--- config.mk ---
export PLATFORM = sky130hd
export DESIGN_NAME = ref_row_feeder
export DESIGN_NICKNAME = d
export VERILOG_FILES = /design/src/rtl/me_pkg.sv /design/src/rtl/row_assembler.sv /design/src/rtl/ref_row_feeder.sv
export SDC_FILE = /design/constraint.sdc
export NUM_CORES = 1
export LEC_CHECK = 0
export CELL_PAD_IN_SITES_DETAIL_PLACEMENT = 0
export CELL_PAD_IN_SITES_GLOBAL_PLACEMENT = 1
export CORE_MARGIN = 5
export CORE_UTILIZATION = 41
export CTS_CLUSTER_DIAMETER = 150
export DETAILED_ROUTE_END_ITERATION = 10
export PLACE_DENSITY_LB_ADDON = 0.1
export SETUP_SLACK_MARGIN = 0.1
export SLEW_MARGIN = 20
export SYNTH_ARGS = -nofsm -noshare
export SYNTH_HDL_FRONTEND = slang
export SYNTH_SLANG_ARGS = --single-unit
--- constraint.sdc ---
create_clock -name clk -period 3.9 [get_ports clk]
set_clock_uncertainty 0.15 [all_clocks]
set_input_delay 0.585 -clock clk [delete_from_list [all_inputs] [get_ports clk]]
set_output_delay 0.585 -clock clk [all_outputs]
set_load 0.02 [all_outputs]
--- src/rtl/me_pkg.sv ---
// Shared motion-estimation constants and types.
// Used by the reference memory and its row feeder.
package me_pkg;

    localparam int PIXEL   = 8;
    localparam int X       = 32;
    localparam int BUS_PIX = 8;

    typedef enum logic [1:0] {
        IDLE,
        FETCH,
        FLUSH
    } feeder_state_t;

endpackage

--- src/rtl/row_assembler.sv ---
// Packs frame-buffer beats into one reference row.
// Beat n lands at the n-th slot from the MSB end.
import me_pkg::*;

module row_assembler #(
    parameter int PIXEL   = me_pkg::PIXEL,
    parameter int X       = me_pkg::X,
    parameter int BUS_PIX = me_pkg::BUS_PIX
) (
    input  logic                       clk,
    input  logic                       rst,
    input  logic                       clr,
    input  logic                       wr_en,
    input  logic [BUS_PIX*PIXEL-1:0]   wr_data,
    output logic [X*PIXEL-1:0]         row,
    output logic                       full
);

    localparam int BEATS = X / BUS_PIX;
    localparam int CW    = $clog2(BEATS + 1);
    localparam int BW    = BUS_PIX * PIXEL;

    logic [CW-1:0]      cnt_q, cnt_d;
    logic [CW-1:0]      idx;
    logic [X*PIXEL-1:0] row_q, row_d;

    // A clear restarts at beat 0; a beat in the same cycle becomes beat 0.
    always_comb begin
        cnt_d = cnt_q;
        row_d = row_q;
        idx   = clr ? '0 : cnt_q;
        if (clr) begin
            cnt_d = '0;
        end
        if (wr_en && (idx < CW'(BEATS))) begin
            for (int b = 0; b < BEATS; b++) begin
                if (idx == CW'(b)) begin
                    row_d[(X-b*BUS_PIX)*PIXEL-1 -: BW] = wr_data;
                end
            end
            cnt_d = idx + CW'(1);
        end
    end

    // Fill counter and pack register.
    always_ff @(posedge clk) begin
        if (rst) begin
            cnt_q <= '0;
            row_q <= '0;
        end else begin
            cnt_q <= cnt_d;
            row_q <= row_d;
        end
    end

    assign row  = row_q;
    assign full = (cnt_q == CW'(BEATS));

endmodule

--- src/rtl/ref_row_feeder.sv ---
// Streams a search window from the frame buffer
// into the reference memory, one packed row per strobe.
import me_pkg::*;

module ref_row_feeder #(
    parameter int PIXEL   = me_pkg::PIXEL,
    parameter int X       = me_pkg::X,
    parameter int BUS_PIX = me_pkg::BUS_PIX,
    parameter int ROWS    = 64,
    parameter int ADDR_W  = 20
) (
    input  logic                     clk,
    input  logic                     rst,
    input  logic                     start,
    input  logic [ADDR_W-1:0]        base_addr,
    input  logic [ADDR_W-1:0]        stride,
    input  logic                     hold,
    output logic                     mem_req_valid,
    output logic [ADDR_W-1:0]        mem_req_addr,
    input  logic                     mem_req_ready,
    input  logic                     mem_rsp_valid,
    input  logic [BUS_PIX*PIXEL-1:0] mem_rsp_data,
    output logic [X*PIXEL-1:0]       ref_input,
    output logic                     beg_en,
    output logic                     busy,
    output logic                     done
);

    localparam int BEATS = X / BUS_PIX;
    localparam int QCW   = $clog2(BEATS + 1);
    localparam int RCW   = $clog2(ROWS + 1);

    feeder_state_t      state_q, state_d;
    logic [ADDR_W-1:0]  row_base_q, row_base_d;
    logic [ADDR_W-1:0]  stride_q, stride_d;
    logic [RCW-1:0]     row_cnt_q, row_cnt_d;
    logic [QCW-1:0]     req_cnt_q, req_cnt_d;
    logic [X*PIXEL-1:0] ref_q, ref_d;
    logic               beg_q, beg_d;
    logic               busy_q, busy_d;
    logic               done_q, done_d;

    logic               in_fetch;
    logic               req_hs;
    logic               row_wr;
    logic               asm_clr;
    logic               asm_full;
    logic [X*PIXEL-1:0] asm_row;

    // Request port decodes straight from the counters so it holds under stall.
    always_comb begin
        in_fetch      = (state_q == FETCH);
        mem_req_valid = in_fetch
                      && (req_cnt_q < QCW'(BEATS))
                      && (row_cnt_q < RCW'(ROWS));
        mem_req_addr  = '0;
        if (in_fetch) begin
            mem_req_addr = row_base_q
                         + ADDR_W'(req_cnt_q) * ADDR_W'(BUS_PIX);
        end
        req_hs  = mem_req_valid && mem_req_ready;
        row_wr  = in_fetch && asm_full && !hold;
        asm_clr = row_wr || !in_fetch;
    end

    row_assembler #(
        .PIXEL   (PIXEL),
        .X       (X),
        .BUS_PIX (BUS_PIX)
    ) u_asm (
        .clk     (clk),
        .rst     (rst),
        .clr     (asm_clr),
        .wr_en   (in_fetch && mem_rsp_valid),
        .wr_data (mem_rsp_data),
        .row     (asm_row),
        .full    (asm_full)
    );

    // Window sequencing: launch, per-row write, final flush.
    always_comb begin
        state_d    = state_q;
        row_base_d = row_base_q;
        stride_d   = stride_q;
        row_cnt_d  = row_cnt_q;
        req_cnt_d  = req_cnt_q;
        ref_d      = ref_q;
        beg_d      = 1'b0;
        busy_d     = busy_q;
        done_d     = 1'b0;
        unique case (state_q)
            IDLE: begin
                if (start) begin
                    state_d    = FETCH;
                    row_base_d = base_addr;
                    stride_d   = stride;
                    row_cnt_d  = '0;
                    req_cnt_d  = '0;
                    busy_d     = 1'b1;
                end
            end
            FETCH: begin
                if (req_hs) begin
                    req_cnt_d = req_cnt_q + QCW'(1);
                end
                if (row_wr) begin
                    ref_d      = asm_row;
                    beg_d      = 1'b1;
                    req_cnt_d  = '0;
                    row_cnt_d  = row_cnt_q + RCW'(1);
                    row_base_d = row_base_q + stride_q;
                    if (row_cnt_q == RCW'(ROWS - 1)) begin
                        state_d = FLUSH;
                    end
                end
            end
            FLUSH: begin
                state_d = IDLE;
                busy_d  = 1'b0;
                done_d  = 1'b1;
            end
            default: begin
                state_d = IDLE;
                busy_d  = 1'b0;
            end
        endcase
    end

    // State, counters and registered outputs.
    always_ff @(posedge clk) begin
        if (rst) begin
            state_q    <= IDLE;
            row_base_q <= '0;
            stride_q   <= '0;
            row_cnt_q  <= '0;
            req_cnt_q  <= '0;
            ref_q      <= '0;
            beg_q      <= 1'b0;
            busy_q     <= 1'b0;
            done_q     <= 1'b0;
        end else begin
            state_q    <= state_d;
            row_base_q <= row_base_d;
            stride_q   <= stride_d;
            row_cnt_q  <= row_cnt_d;
            req_cnt_q  <= req_cnt_d;
            ref_q      <= ref_d;
            beg_q      <= beg_d;
            busy_q     <= busy_d;
            done_q     <= done_d;
        end
    end

    assign ref_input = ref_q;
    assign beg_en    = beg_q;
    assign busy      = busy_q;
    assign done      = done_q;

endmodule
Word-level counts from Yosys, hierarchy flattened:

Index checks and enable logic that the tools add are counted.

* add/sub/neg operators: 5
* $lt $le $gt $ge: 3
* eq/ne operators: 11
* mux-type cells: 21
* bitwise operators: 1
* reductions and logical operators: 24

Operators by type and width (count)
* 20-bit 2-to-1 mux: 3
* 20-bit one-hot mux with 2 select lines: 1
* 20-bit adder: 1
* 20-bit by 6-bit adder with 20-bit output: 1
* 3-bit 2-to-1 mux: 5
* 7-bit 2-to-1 mux: 2
* 7-bit one-hot mux with 2 select lines: 1
* 2-bit AND reduction: 7
* 3-bit AND reduction: 3
* 7-bit by 1-bit adder with 7-bit output (second input constant): 1
* 7-bit by 6-bit equality test with 1-bit output (second input constant): 1
* 1-bit logical AND: 7
* 7-bit < comparator (second input constant): 1
* 3-bit by 1-bit adder with 3-bit output (second input constant): 2
* 3-bit by 2-bit equality test with 1-bit output (second input constant): 2
* 3-bit < comparator (second input constant): 2
* 2-bit 2-to-1 mux: 3
* 3-bit one-hot mux with 2 select lines: 1
* 2-bit by 1-bit != test with 1-bit output (second input constant): 2
* 2-bit one-hot mux with 2 select lines: 1
* 3-bit by 1-bit equality test with 1-bit output (second input constant): 1
* 3-bit equality test (second input constant): 1
* 3-bit zero test: 1
* 1-bit 2-to-1 mux: 3
* other kinds (11): 12

* flip-flop bits (word level): 570

Logic depth before layout (Yosys ltp):

* word-level depth: 8
* depth in mapped cells: 12
* mapped depth without buffers: 9

By module:

From an unflattened synthesis, not the netlist that was laid out.

* cells, all modules: 2515
* area, all modules: 22615.4 um^2

By module, submodules not included
* ref_row_feeder: times used 1, cells each 1588, area an instance 12346.8 um^2
* row_assembler: times used 1, cells each 927, area an instance 10268.6 um^2

Least setup slack after synthesis:

OpenSTA, ideal clock, no wires.

* path kind: register -> output
* start: register req_cnt_q[0]
* end: output mem_req_addr[19]
* data arrival time: 2.317 ns
* required time: 3.165 ns
* setup slack: 0.848 ns
* cell stages (with the launch flop): 9
* path buffers: 0
* cell sequence: dfxtp_1 ha_1 inv_1 fa_1 nor2b_1 o21bai_1 or3_1 or3_1 a21oi_1

* longest elaborated chain between the ends: 2

Ends and longest elaborated chain
* from (decl): line ref_row_feeder.sv:37 `logic [QCW-1:0] req_cnt_q, req_cnt_d;`
* from (signal assigned): line ref_row_feeder.sv:146 `req_cnt_q <= req_cnt_d;`
* 20-bit by 6-bit adder with 20-bit output: line ref_row_feeder.sv:59 `+ ADDR_W'(req_cnt_q) * ADDR_W'(BUS_PIX);`
* 20-bit 2-to-1 mux: line ref_row_feeder.sv:57 `if (in_fetch) begin`
* to (decl): line ref_row_feeder.sv:19 `output logic [ADDR_W-1:0] mem_req_addr,`

No other way between the ends.

Worst setup path after layout:

* start: register row_base_q[3]
* end: output mem_req_addr[19]

* longest elaborated chain between the ends: 2

Ends and longest elaborated chain
* from (decl): line ref_row_feeder.sv:34 `logic [ADDR_W-1:0] row_base_q, row_base_d;`
* from (signal assigned): line ref_row_feeder.sv:143 `row_base_q <= row_base_d;`
* 20-bit by 6-bit adder with 20-bit output: line ref_row_feeder.sv:59
* 20-bit 2-to-1 mux: line ref_row_feeder.sv:57

No other way between the ends.

==> flow_summary.json <==
{
  "ys_seq_area_frac": 0.533,
  "clock-sinks": 570,
  "relSlewSlack": 0.331,
  "design.core.area_um2": 51500,
  "area_growth_pct": 29.0,
  "wire_per_inst_um": 18.2,
  "fmax_mhz": 272,
  "grt_pass1_wl_mm": 105,
  "grt_max_degree": 164,
  "fin_nets": 3152,
  "initial_core_util": 0.415,
  "critical_path_class": "reg2out",
  "yosys.cell_types.count": 54,
  "critPathArrivalTime_ns": 2.94,
  "pwr-share-comb": 0.052,
  "cpPeakStageDelay_ns": 0.40,
  "status": "completed",
  "dp_hpwl_mm": 43.5,
  "placementRows": 83,
  "maxCapViolations": 0,
  "switchingPower_uw": 2820,
  "grt_pass1_vias": 18500,
  "synth_edf_count": 0,
  "fin_setup_tns_ns": 0,
  "hp-class": "reg2reg",
  "drive_gt1_frac": 0.0503,
  "yosys-top-cells-area": "dfxtp_1, nand2_1, a21oi_1",
  "die_area_um2": 56800,
  "worst_pin_slew_ns": 1.00,
  "critPathCaptureType": "output pin",
  "dpl-instance-area_um2": 25500,
  "io_pins": 390,
  "wirelength_mm": 68.0,
  "synth_nets": 2871,
  "instances_no_fill": 3742,
  "clkLatencyLatePin_ns": 0.62,
  "ctsLongestPathBuffers": 3,
  "worstPathMaxFanout": 5,
  "synthArstFlopShare": 0,
  "first_iter_violations": 1294,
  "p_int_uw": 9660,
  "cts_tree": "built",
  "synth_area_um2": 21400,
  "cp_data_required_time_ns": 3.16,
  "cts_hold_repair.buffers": 0,
  "design_area_um2": 27600,
  "power_frac_seq": 0.476,
  "grt_overflow": 0,
  "htree_levels": 2,
  "ys.flop_type": "dfxtp_1",
  "period_minus_slack_ns": 3.67,
  "dp.cells": 3629,
  "startpoint_type": "flop",
  "p_sw_frac": 0.226,
  "fillCellCount": 4943,
  "yosys_register_bits": 570,
  "pwr_density_cell_nw_per_um2": 453,
  "cp_top_family": "simple AND/OR/NAND/NOR gates",
  "rsz0062_at_grt": "no",
  "netlist_instances": 2730,
  "clk_pin_slew_ns": 0.06,
  "drcViolationCount": 0,
  "post-synth-top-count-cell": "nand2_1",
  "gp_congestion": 0.871,
  "yosysWarningCount": 0,
  "crit_chain": "ha_1 > inv_1 > fa_1 > nor2b_2 > o21bai_2 > or3_4 > or3_1 > a21oi_1 > buf_2",
  "min_period_over_period": 0.942,
  "p_total_uw": 12500,
  "root_buffer": "clkbuf_16",
  "vdd_ir_drop_max_v": 0.000317,
  "vias": 19100,
  "clkPwrFrac": 0.473,
  "drt-pass1-iter-count": 6,
  "grt_usage": 0.228,
  "setup_viol": 0,
  "viasPerCell": 5.11,
  "ant_nets": 0,
  "die_h_um": 238,
  "die_w_um": 238,
  "final-max-slew-violation-count": 0,
  "cp_num_buf_inv": 2,
  "synth_common_cells": "nand2_1, a21oi_1, dfxtp_1, clkbuf_1, buf_2",
  "leakage_uw": 0.00921,
  "antenna_found_initial": 4,
  "yosys.area.top_type": "dfxtp_1",
  "finalHoldViolCount": 0,
  "synth_top_area_frac": 0.533,
  "syn_area_per_cell_um2": 7.83,
  "cts_buffers": 59,
  "port_buffers": 389,
  "slowest_stage": "fa_1"
}
[routing by layer]
metal,global-route usage,part of all wire,up-vias
met2,0.376,0.47,466
li1,-,-,9462
met4,0.0640,0.024,4
met5,0,0.00040,-
met3,0.0495,0.062,100
met1,0.305,0.44,9086
[power groups by stage]
stage	Combinational (µW)	Clock, µW	Sequential, µW
floorplan	349	0	6050
global placement	636	0	6060
detailed placement	642	0	6070
CTS	643	6040	5940
global route	704	6270	5940
finish	645	5900	5940
[worst register-to-register path, delay by kind of cell, from the launching register on]
family          cells  cell delay (ns)
buf+inv             2             1.42
simple gates        3             0.62
flops               1             0.43
compound gates      1             0.18
[state kept, by name, indices dropped and copies added, names as in the netlist, 2 cells and up]
register,flops
ref_input,256
req_cnt_q,3
row_base_q,20
row_cnt_q,7
state_q,2
stride_q,20
u_asm.cnt_q,3
u_asm.row,256
[worst paths after layout]
path | start | end | slack, ns | cells past startpoint
setup / recovery | row_base_q[3] | mem_req_addr[19] | 0.23 | 9
hold / removal | u_asm.row[132] | ref_input[132] | 0.28 | 2
setup reg to reg | state_q[1] | ref_input[31] | 1.04 | 6
hold reg to reg | u_asm.row[132] | ref_input[132] | 0.28 | 2
[stage by stage]
stage / hold slack, ns / setup WS [ns] / utilization
after floorplan: 0.282 / 0.848 / -
after global placement: 0.287 / 0.283 / 0.495
after detailed placement: 0.292 / 0.264 / 0.495
after CTS: 0.265 / 0.128 / 0.535
after global routing: 0.303 / 0.104 / 0.536
final: 0.282 / 0.227 / 0.536
[cell families (layout without fill, tap and decap cells)]
family,after synthesis,after routing,synth area share
AOI/OAI and AO/OA,639,639,0.157
xor gates and xnor gates,28,28,0.0115
adders and majority gates,31,31,0.0188
buffers and inverters,207,537,0.0484
DFF,570,570,0.533
muxes,6,6,0.00298
other,0,2,0
and+or+nand+nor,1249,1249,0.228
[layout make-up]
cell class                      instances  area, µm²  area share
Tap cell                              680        851      0.0308
Inverter                               10       37.5     0.00136
Multi-Input combinational cell       1953       9000       0.326
Timing Repair Buffer                  417       4230       0.153
Clock buffer                           83       1680      0.0608
Sequential cell                       570      11400       0.414
Antenna cell                            2       5.00    0.000181
Clock inverter                         27        377      0.0137
[cells in the final DEF (no fill, tap or decap), types with 5 or more instances in the layout]
cell type | netlist | layout
nand3_1 | 12 | 12
ha_1 | 29 | 29
or3_1 | 7 | 6
o21ai_0 | 18 | 18
dfxtp_1 | 570 | 569
xnor2_1 | 10 | 10
nand4_1 | 10 | 10
clkbuf_1 | 100 | 14
a211oi_1 | 12 | 12
and2_1 | 6 | 5
a311oi_1 | 5 | 5
clkbuf_8 | 0 | 9
inv_1 | 10 | 10
nor2_1 | 54 | 54
clkdlybuf4s50_1 | 0 | 384
and3_1 | 7 | 6
buf_4 | 4 | 17
nand2_1 | 1120 | 1116
xor2_1 | 18 | 18
a21oi_1 | 570 | 569
bufinv_16 | 0 | 8
nor3_1 | 12 | 12
clkinv_2 | 0 | 15
a21o_1 | 7 | 7
buf_12 | 0 | 11
clkbuf_16 | 0 | 60
[timing repair]
action	in CTS	in global routing
setup endpoints to repair	7	9
gates resized for setup	13	3
pin swaps	0	1
buffers inserted	0	1
Note: power is estimated with default switching activity, not from simulation.
